===== src/rtl/rv32m_seq_ctrl.sv =====
// Iterative radix-2 multiply/divide sequencer for the RV32M extension in EX.
// Optional result reuse between paired ops is enabled by defining RV32M_RESULT_REUSE_EN.
module rv32m_seq_ctrl #(
   parameter int XLEN = 32
) (
   input  logic            i_clk,
   input  logic            i_rst,
   input  logic            i_en,
   input  logic            i_kill,
   input  logic [2:0]      i_f3,
   input  logic [XLEN-1:0] i_rs1,
   input  logic [XLEN-1:0] i_rs2,
   output logic [XLEN-1:0] o_res,
   output logic            o_valid,
   output logic            o_stall,
   output logic            o_busy
);

   localparam int CW = $clog2(XLEN);
   localparam logic [CW-1:0]   CNT_LAST = CW'(XLEN - 1);
   localparam logic [XLEN-1:0] MIN_NEG  = {1'b1, {(XLEN-1){1'b0}}};

   typedef enum logic [1:0] {IDLE, CALC, DONE} state_t;
   state_t state, state_n;

   logic [CW-1:0]   cnt;
   logic [2:0]      f3_q;
   logic [XLEN-1:0] op_reg;
   logic [XLEN-1:0] acc_hi;
   logic [XLEN-1:0] acc_lo;
   logic            res_neg;
   logic            rem_neg;

   logic            in_div, sgn_a, sgn_b, neg_a, neg_b, div_zero, div_ovf;
   logic [XLEN-1:0] mag_a, mag_b;

   // signedness of each operand: MULH both, MULHSU rs1 only, DIV/REM both
   assign in_div   = i_f3[2];
   assign sgn_a    = (i_f3 == 3'b001) | (i_f3 == 3'b010) | (i_f3[2] & ~i_f3[0]);
   assign sgn_b    = (i_f3 == 3'b001) | (i_f3[2] & ~i_f3[0]);
   assign neg_a    = sgn_a & i_rs1[XLEN-1];
   assign neg_b    = sgn_b & i_rs2[XLEN-1];
   assign mag_a    = neg_a ? -i_rs1 : i_rs1;
   assign mag_b    = neg_b ? -i_rs2 : i_rs2;
   assign div_zero = in_div & (i_rs2 == '0);
   assign div_ovf  = in_div & ~i_f3[0] & (i_rs1 == MIN_NEG) & (i_rs2 == '1);

   logic [XLEN:0]     mul_sum, div_shift, div_trial;
   logic [XLEN-1:0]   acc_hi_n, acc_lo_n;
   logic [2*XLEN-1:0] prod_mag, prod;
   logic [XLEN-1:0]   quo, rem, calc_hi, calc_lo;

   // One radix-2 step; a non-negative trial remainder always fits back into XLEN bits
   always_comb begin
      mul_sum   = {1'b0, acc_hi} + (acc_lo[0] ? {1'b0, op_reg} : '0);
      div_shift = {acc_hi, acc_lo[XLEN-1]};
      div_trial = div_shift - {1'b0, op_reg};
      acc_hi_n  = mul_sum[XLEN:1];
      acc_lo_n  = {mul_sum[0], acc_lo[XLEN-1:1]};
      if (f3_q[2]) begin
         if (!div_trial[XLEN]) begin
            acc_hi_n = div_trial[XLEN-1:0];
            acc_lo_n = {acc_lo[XLEN-2:0], 1'b1};
         end else begin
            acc_hi_n = div_shift[XLEN-1:0];
            acc_lo_n = {acc_lo[XLEN-2:0], 1'b0};
         end
      end
      prod_mag = {acc_hi_n, acc_lo_n};
      prod     = res_neg ? -prod_mag : prod_mag;
      quo      = res_neg ? -acc_lo_n : acc_lo_n;
      rem      = rem_neg ? -acc_hi_n : acc_hi_n;
      calc_hi  = f3_q[2] ? rem : prod[2*XLEN-1:XLEN];
      calc_lo  = f3_q[2] ? quo : prod[XLEN-1:0];
   end

`ifdef RV32M_RESULT_REUSE_EN
   logic            st_valid;
   logic [1:0]      st_cls;
   logic [XLEN-1:0] st_rs1, st_rs2, st_hi, st_lo, cur_rs1, cur_rs2;
   logic            hit;

   assign hit = st_valid & (i_rs1 == st_rs1) & (i_rs2 == st_rs2) &
                (((i_f3 == 3'b000) & ~st_cls[1]) |
                 (i_f3[2] & st_cls[1] & (i_f3[0] == st_cls[0])));
`endif

   logic            start, step, finish;
   logic [XLEN-1:0] fin_hi, fin_lo, res_sel;
   logic [2:0]      fin_f3;

   // Next state plus the full 2-word result whenever an op finishes this cycle
   always_comb begin
      state_n = state;
      start   = 1'b0;
      step    = 1'b0;
      finish  = 1'b0;
      fin_hi  = '0;
      fin_lo  = '0;
      fin_f3  = f3_q;
      case (state)
         IDLE: begin
            if (i_en & ~i_kill) begin
               fin_f3 = i_f3;
`ifdef RV32M_RESULT_REUSE_EN
               if (hit) begin
                  finish  = 1'b1;
                  fin_hi  = st_hi;
                  fin_lo  = st_lo;
                  state_n = DONE;
               end else
`endif
               if (div_zero) begin
                  finish  = 1'b1;
                  fin_hi  = i_rs1;
                  fin_lo  = '1;
                  state_n = DONE;
               end else if (div_ovf) begin
                  finish  = 1'b1;
                  fin_hi  = '0;
                  fin_lo  = MIN_NEG;
                  state_n = DONE;
               end else begin
                  start   = 1'b1;
                  state_n = CALC;
               end
            end
         end
         CALC: begin
            if (i_kill | ~i_en) begin
               state_n = IDLE;
            end else begin
               step = 1'b1;
               if (cnt == CNT_LAST) begin
                  finish  = 1'b1;
                  fin_hi  = calc_hi;
                  fin_lo  = calc_lo;
                  state_n = DONE;
               end
            end
         end
         DONE:    state_n = IDLE;
         default: state_n = IDLE;
      endcase
      res_sel = ((fin_f3 == 3'b000) || (fin_f3[2:1] == 2'b10)) ? fin_lo : fin_hi;
   end

   always_ff @(posedge i_clk or posedge i_rst) begin
      if (i_rst) begin
         state   <= IDLE;
         cnt     <= '0;
         f3_q    <= '0;
         op_reg  <= '0;
         acc_hi  <= '0;
         acc_lo  <= '0;
         res_neg <= 1'b0;
         rem_neg <= 1'b0;
         o_res   <= '0;
         o_valid <= 1'b0;
      end else begin
         state   <= state_n;
         o_valid <= finish;
         if (finish) o_res <= res_sel;
         if (start) begin
            cnt     <= '0;
            f3_q    <= i_f3;
            op_reg  <= in_div ? mag_b : mag_a;
            acc_hi  <= '0;
            acc_lo  <= in_div ? mag_a : mag_b;
            res_neg <= neg_a ^ neg_b;
            rem_neg <= neg_a;
         end else if (step) begin
            cnt    <= cnt + 1'b1;
            acc_hi <= acc_hi_n;
            acc_lo <= acc_lo_n;
         end
      end
   end

`ifdef RV32M_RESULT_REUSE_EN
   // Every finished op refreshes the entry; a flush drops it
   always_ff @(posedge i_clk or posedge i_rst) begin
      if (i_rst) begin
         st_valid <= 1'b0;
         st_cls   <= '0;
         st_rs1   <= '0;
         st_rs2   <= '0;
         st_hi    <= '0;
         st_lo    <= '0;
         cur_rs1  <= '0;
         cur_rs2  <= '0;
      end else begin
         if (start) begin
            cur_rs1 <= i_rs1;
            cur_rs2 <= i_rs2;
         end
         if (finish) begin
            st_valid <= 1'b1;
            st_cls   <= {fin_f3[2], fin_f3[0]};
            st_rs1   <= (state == IDLE) ? i_rs1 : cur_rs1;
            st_rs2   <= (state == IDLE) ? i_rs2 : cur_rs2;
            st_hi    <= fin_hi;
            st_lo    <= fin_lo;
         end else if (i_kill) begin
            st_valid <= 1'b0;
         end
      end
   end
`endif

   assign o_stall = i_en & ~o_valid;
   assign o_busy  = (state != IDLE);

endmodule


===== config.mk =====
export PLATFORM = sky130hd
export DESIGN_NAME = rv32m_seq_ctrl
export DESIGN_NICKNAME = d
export VERILOG_FILES = /design/src/rtl/rv32m_seq_ctrl.sv
export SDC_FILE = /design/constraint.sdc
export NUM_CORES = 1
export LEC_CHECK = 0
export CORE_MARGIN = 5
export CORE_UTILIZATION = 40
export CTS_CLUSTER_DIAMETER = 120
export DETAILED_ROUTE_END_ITERATION = 7
export PLACE_DENSITY_LB_ADDON = 0.12
export SETUP_SLACK_MARGIN = 0.3
export SLEW_MARGIN = 20
export SYNTH_ARGS = -nofsm -noshare
export SYNTH_HDL_FRONTEND = slang
export SYNTH_SLANG_ARGS = --single-unit

===== constraint.sdc =====
create_clock -name i_clk -period 14.39 [get_ports i_clk]
set_clock_uncertainty 0.05 [all_clocks]
set_input_delay 2.878 -clock i_clk [delete_from_list [all_inputs] [get_ports i_clk]]
set_output_delay 2.878 -clock i_clk [all_outputs]
set_load 0.02 [all_outputs]

Word level (Yosys, flattened, before mapping)
Index checks and enable logic that the tools add are counted.

Register bits after elaboration: 141. Input port bits: 71. Output and inout bits: 35. Word-level logic and storage cells: 103.

Reductions and logical operators: 7. Add/sub/neg operators: 8. Eq/ne operators: 9. Bitwise gates (word level): 17. Multiplexer cells: 52.

Operators with widths (count): $mux 32 (26); $neg 32->32 (4); $pmux 32 s2 (2); $eq 32x32->1 const B (2); $mux 64 (1); $neg 64->64 (1); $add 32x32->33 (1); $sub 33x32->33 (1); $logic_not 32->1 (1); $mux 1 (12); $mux 2 (5); $mux 5 (2); $and 1x1->1 (8); $mux 3 (2); $add 5x1->5 const B (1); $eq 5x5->1 const B (1); $not 1->1 (4); $or 1x1->1 (4); $pmux 2 s2 (1); $reduce_bool 2->1 (2); $eq 3x1->1 const B (1); $eq 3x2->1 const B (1); $logic_not 3->1 (1); $ne 3x3->1 const B (1); other kinds (8) (8).

Longest topological paths before layout
Gate-level depths: netlist of the first run.

Depth in word-level cells: 10. Gate-level depth with buffers: 25. Gate-level depth less buffers: 24.

Least setup slack after synthesis of the first run
Ideal clock, no wire load.

Path kind: input to output. Start point: input port i_en. End point: output port o_stall. Setup slack: 8.257 ns. Cell stages on the path: 1. Data required time: 11.462 ns. Buffers on the path: 0. Arrival time: 3.205 ns. Path through: nor2b_1.

Longest elaborated chain between the ends: 1.

Ends and longest elaborated chain: from (decl) (RTL line 8) `input logic i_en,`; $and 1x1->1 (RTL line 211) `assign o_stall = i_en & ~o_valid;`; to (decl) (RTL line 15) `output logic o_stall,`.

No other way between the ends.

Worst setup path in the final report of the first run
Same ends and word-level chain as after synthesis.

==> metrics.yaml, run 1 <==
status: "complete, no violations"
multi_input_area_mm2: 0.0114
synth_flop_cell: "dfrtp_1"
post_cts_buffers: 0
final-seq-area_mm2: 0.00353
ys_ff_latch: 141
routedWlPerCell_um: 23.6
via_count: 16600
gr-usage-met1_pct: 39.4
clk_pin_slew_ps: 60
required_ps: 11460
drive_above_1_share_pct: 5.96
grt.overflow.total: 0
place_area_mm2: 0.0171
hpwl_um: 50400
cts_tree: "built"
ys_warn_count: 0
htreeDepth: 4
io_buffers: 105
cts.sinks: 141
critPathMaxStageDelay_ps: 610
whs_path_depth: 2
grt_use_met2_pct: 46.4
finalPower_mw: 2.34
gr-usage-met3_pct: 3.99
layout.nets: 2312
cap_violations: 0
grt_pass1_vias: 15700
slew_headroom_pct: 28.8
fin_setup_tns_ps: 0
drt_iter0_drc: 1764
worst_pin_slew_ps: 1070
grt_pass1_wl_um: 97400
fill_cells: 4009
grt.busiest_layer: "met2"
slowest_stage: "clkdlybuf4s50_1"
final_max_slew_viol_count: 0
path_delay_family: "buffers and inverters"
antenna_cells: 0
cts_root_buf: "clkbuf_16"
finalCriticalPeriod_ps: 7000
synth_edf_count: 0
setup_slack_ps: 7390
insertion_delay_ps: 450
post-place-ws_ps: 7070
dr.pass1.iters: 6
leakagePower_nw: 7.03
synth_cells: 2147
final_area_mm2: 0.0177
dieWidth_um: 208
die_y_um: 208
cp-end-kind: "output port"
path_common_cell: "clkdlybuf4s50_1"
vias_per_cell: 6.15
path_max_fanout: 2
route.detailed.drc: 0
numCtsBuffers: 17
final-setup-viol-count: 0
arrival_ps: 4080
rsz0062_at_grt: "no"
cts_max_path_buffers: 2
num_rows: 72
syn-cell-area_mm2: 0.0157
io_pins: 106
power-per-cell-area_mw_per_mm2: 132
crit_buf_inv: 2
antenna_found_initial: 0
initial_core_util_pct: 40.5
antenna_left: 0
grt_max_degree: 128
max_freq_mhz: 143
path_cells: "clkdlybuf4s50_1 > nor2b_1 > clkdlybuf4s50_1"
post_cts_resized: 0
cp.depth: 3
synth_cell_types: 102
hold_buffers: 0
gp_congestion: 0.939
hp-class: "reg2reg"
vdd.ir_drop.worst_uv: 85.9
core_area_mm2: 0.0387
async_flop_share_pct: 100
track_usage_pct: 28.5
timing_hold_violations_final: 0
wl_um: 63800
ys_seq_area_share_pct: 22.5
postSynthAreaPerCell_um2: 7.31
period_share_pct: 48.7
r2r_cells: 24
critPathKind: "in2out"
dieArea_mm2: 0.0433
cp-start-kind: "primary input"
synth_nets: 2291
area_delta_synth_final_pct: 12.9
layer usage:
metal  up-vias  part of all wire, %
li1       7893                    -
met1      8005                   45
met2       603                   46
met3        86                  6.4
met4         0                  3.0
met5         -                    0
where the power goes:
group	internal (mW)	switching, mW	leakage [nW]	total [mW]
registers	0.452	0.0810	1.85	0.533
logic	0.459	0.876	4.89	1.33
clock network	0.283	0.191	0.293	0.474
total	1.19	1.15	7.03	2.34
kinds of logic (layout without fill, tap and decap cells):
family / after synthesis / in the layout / share of synthesized area [%]
adders and majority gates: 73 / 73 / 5.91
buffers and inverters: 196 / 230 / 5.05
AOI/OAI and AO/OA: 724 / 724 / 29.4
muxes: 51 / 51 / 3.30
DFF: 141 / 141 / 22.5
xor gates and xnor gates: 160 / 160 / 8.92
and+or+nand+nor: 802 / 802 / 25.0
stage by stage:
step / cells / util, % / hold slack [ps]
2_1_floorplan: 2147 / - / 388
3_3_place_gp: 2667 / 44.1 / 410
3_5_place_dp: 2667 / 44.1 / 406
4_1_cts: 2699 / 45.7 / 422
5_1_grt: 2699 / 45.7 / 457
6_report: 2699 / 45.7 / 419
worst min-delay path: cells and delay by family, from the launching register on:
| kind | cells | cell delay, ps |
|---|---|---|
| and+or+nand+nor | 2 | 100 |
| DFF | 1 | 340 |
placed cells by master (no fill, tap or decap), types with 11 or more instances in the layout:
cell type	count
or2_2	13
buf_4	24
o211ai_1	48
nor3_1	59
or4_1	13
o21ai_1	13
clkbuf_16	17
or3_1	24
a31oi_1	22
xor2_1	74
ha_1	71
clkdlybuf4s50_1	104
nand4_1	30
nand2b_1	13
mux2i_1	45
nor2b_1	17
a211oi_1	15
a221oi_1	13
nand3_1	79
nor4_1	14
o21ai_0	246
dfrtp_1	140
a21o_1	18
a21oi_1	180
and2_1	44
and3_1	11
nand2_1	294
inv_1	67
xnor2_1	86
nor2_1	141
o31ai_1	24
area by class of cell:
class / instances / area share, %
Clock buffer: 20 / 2.58
Clock inverter: 12 / 0.911
Inverter: 69 / 1.49
Multi-Input combinational cell: 1810 / 64.4
Sequential cell: 141 / 19.9
Tap cell: 518 / 3.66
Timing Repair Buffer: 129 / 7.00
synth_stat cells (all sizes together), types with 14 or more instances:
cell type | instances | share of area, %
a211oi | 17 | 0.92
a21o | 18 | 0.86
a21oi | 185 | 6.1
a221oi | 14 | 0.82
a31oi | 23 | 0.96
and2 | 46 | 1.8
buf | 39 | 1.3
clkbuf | 88 | 2.1
dfrtp | 141 | 22
ha | 71 | 5.7
inv | 68 | 1.6
mux2i | 45 | 2.9
nand2 | 298 | 7.2
nand3 | 80 | 2.6
nand4 | 30 | 1.2
nor2 | 145 | 3.6
nor2b | 17 | 0.68
nor3 | 61 | 2.0
nor4 | 16 | 0.77
o211ai | 48 | 2.3
o21ai | 264 | 8.6
o31ai | 28 | 1.5
or3 | 24 | 0.96
xnor2 | 86 | 4.8
xor2 | 74 | 4.1
final timing paths:
| path | startpoint | end | slack (ps) |
|---|---|---|---|
| max | i_en | o_stall | 7390 |
| min | f3_q[0] | f3_q[0] | 420 |
| max reg2reg | acc_lo[31] | o_res[26] | 7630 |
| min reg2reg | f3_q[0] | f3_q[0] | 420 |
| max in group asynchronous | i_rst | acc_hi[25] | 10010 |
| min in group asynchronous | i_rst | acc_lo[6] | 2950 |
(Power assumes the default switching activity.)
==> inputs of run 2 (changes only) <==
==> constraint.sdc (replaced) <==
create_clock -name i_clk -period 6.6 [get_ports i_clk]
set_clock_uncertainty 0.05 [all_clocks]
set_input_delay 1.32 -clock i_clk [delete_from_list [all_inputs] [get_ports i_clk]]
set_output_delay 1.32 -clock i_clk [all_outputs]
set_load 0.02 [all_outputs]
==> run 2 against run 1 <==
Against the previous run:
- critical path depth grew 21
- core utilization grew 0.27 points
- sequential share of layout area shrank 0.12 points
- clock power grew 110%
- worst setup slack lost 6800 ps
- count of clock-buffer cells in the layout is the same
- largest power group unchanged
==> metrics.yaml, run 2 (synthesized netlist as in run 1, its figures left out) <==
insertion_delay_ps: 440  # about the same
grt_use_met2_pct: 46.1  # -0.28 points
cp-start-kind: "flop"
slew_headroom_pct: 25.9  # -2.9 points
final_max_slew_viol_count: 0  # unchanged
power_frac_clock_pct: 19.3  # -0.9 points
fill_cells: 4019  # +0.25%
path_max_fanout: 8  # +6
htreeDepth: 4  # unchanged
cp-end-kind: "flop"
antenna_cells: 0  # unchanged
p_int_mw: 2.57  # +120%
gr-usage-met1_pct: 39.7  # +0.33 points
worst_pin_slew_ps: 1100  # +33.7 ps
leakagePower_nw: 7.11  # +1.1%
layout.nets: 2329  # +0.74%
drt_iter0_drc: 1629  # -7.7%
holdWs_ps: 430  # +10.7 ps
num_rows: 72  # unchanged
rsz0062_at_grt: "no"
swShare_pct: 49.5  # +0.47 points
grt_pass1_wl_um: 98100  # +0.79%
final-setup-viol-count: 0  # unchanged
power-per-cell-area_mw_per_mm2: 286  # +120%
finalCriticalPeriod_ps: 5980
cap_violations: 0  # unchanged
wl_um: 64100  # +0.54%
switching_power_mw: 2.52  # +120%
fin_setup_tns_ps: 0  # unchanged
timing_hold_violations_final: 0  # unchanged
area_delta_synth_final_pct: 13.5
max_freq_mhz: 167
finalPower_mw: 5.09  # +120%
hp-class: "reg2reg"
numCtsBuffers: 17  # unchanged
routedWlPerCell_um: 23.6  # about the same
grt.busiest_layer: "met2"
grt_max_degree: 113  # -12%
arrival_ps: 6260  # +2180 ps
vias_per_cell: 6.20  # +0.91%
cts_root_buf: "clkbuf_16"
cts_max_path_buffers: 2  # unchanged
pwr-share-seq_pct: 22.6  # -0.2 points
io_buffers: 105  # unchanged
clk_pin_slew_ps: 70  # about the same
vdd.ir_drop.worst_uv: 168  # +96%
comb_power_share_pct: 58.0  # +1.0 points
die_y_um: 208  # unchanged
drive_above_1_share_pct: 6.82  # +0.86 points
io_pins: 106  # unchanged
grt_pass1_vias: 16200  # +3.1%
antenna_found_initial: 1  # +1
dr.pass1.iters: 5  # -1
core_area_mm2: 0.0387  # unchanged
track_usage_pct: 28.6  # +0.16 points
post_cts_buffers: 0  # unchanged
final-seq-area_mm2: 0.00353  # unchanged
gp_congestion: 0.978  # +4.2%
grt.overflow.total: 0  # unchanged
required_ps: 6880  # -4580 ps
initial_core_util_pct: 40.5  # unchanged
dieArea_mm2: 0.0433  # unchanged
gr-usage-met3_pct: 3.46  # -0.53 points
dieWidth_um: 208  # unchanged
via_count: 16800  # +1.5%
final_common_cell: "nand2_1"
status: "complete, no violations"
route.detailed.drc: 0  # unchanged
hpwl_um: 49900  # -0.94%
period_share_pct: 90.6
final_cell_mix: "294 x nand2_1, 246 x o21ai_0, 180 x a21oi_1"
critPathKind: "reg2reg"
cts_tree: "built"
cts.sinks: 141  # unchanged
antenna_left: 0  # unchanged
multi_input_area_mm2: 0.0114  # about the same
==> run 2: cell count changes in the layout (fill, tap and decap cells not counted), sizes merged <==
cell / change
buf: +17
bufinv: -2
inv: +2
clkinv: +1
clkinvlp: -1
==> run 2: layout make-up <==
cell class	instances	share of cell area (%)
Tap cell	518	3.64
Inverter	69	1.48
Multi-Input combinational cell	1810	64.1
Timing Repair Buffer	146	7.75
Clock buffer	20	2.62
Clock inverter	12	0.611
Sequential cell	141	19.8
==> run 2: final timing paths <==
| path | from | endpoint | slack (ps) | depth (start not counted) |
|---|---|---|---|---|
| max in group asynchronous | i_rst | cnt[3] | 3800 | 3 |
| min | f3_q[0] | f3_q[0] | 430 | 2 |
| min in group asynchronous | i_rst | f3_q[2] | 1370 | 2 |
| max | acc_lo[31] | o_res[28] | 620 | 24 |
| min reg2reg | f3_q[0] | f3_q[0] | 430 | 2 |
| max reg2reg | acc_lo[31] | o_res[28] | 620 | 24 |
==> run 2: metrics by stage <==
| stage | instances | util (%) | area, µm² | setup WS [ps] |
|---|---|---|---|---|
| 3_5_place_dp | 2684 | 44.5 | 17200 | 678 |
| 6_report | 2716 | 46.0 | 17800 | 620 |
| 5_1_grt | 2716 | 46.0 | 17800 | 330 |
| 3_3_place_gp | 2684 | 44.5 | 17200 | 669 |
| 4_1_cts | 2716 | 46.0 | 17800 | 631 |
| 2_1_floorplan | 2147 | - | 15700 | 1260 |
==> run 2: what timing repair did <==
action,4_1_cts,5_1_grt
gates resized for setup,0,1
hold buffers,0,0
setup endpoints to repair,0,4
==> run 2: critical path, stage by stage (launching register included) <==
cell	delay [ps]
dfrtp_1	440
inv_1	90
ha_1	160
inv_1	60
fa_1	440
a211oi_2	300
o211a_1	230
nor4b_4	70
o21a_2	270
nor3_2	150
nor3_1	130
a21o_1	230
inv_1	90
ha_1	210
or4b_2	700
nor3_1	280
nand3_1	110
buf_4	180
or2_2	320
or2_2	340
nand2_1	310
and4_1	250
a21oi_1	80
xor2_1	180
o31ai_1	210
==> run 2: power by group through the flow <==
stage	logic, mW	registers (mW)	clock network, mW
final	2.95	1.15	0.984
after global routing	3.20	1.17	1.03
after CTS	2.89	1.15	0.997
after detailed placement	2.86	1.16	0
after global placement	2.87	1.16	0
after floorplan	2.06	1.09	0
==> run 2: metal layers <==
layer,wire length (µm),vias to the layer above
met5,0,-
met4,2470,0
met3,3790,143
met2,29300,652
met1,28500,8118
li1,-,7931
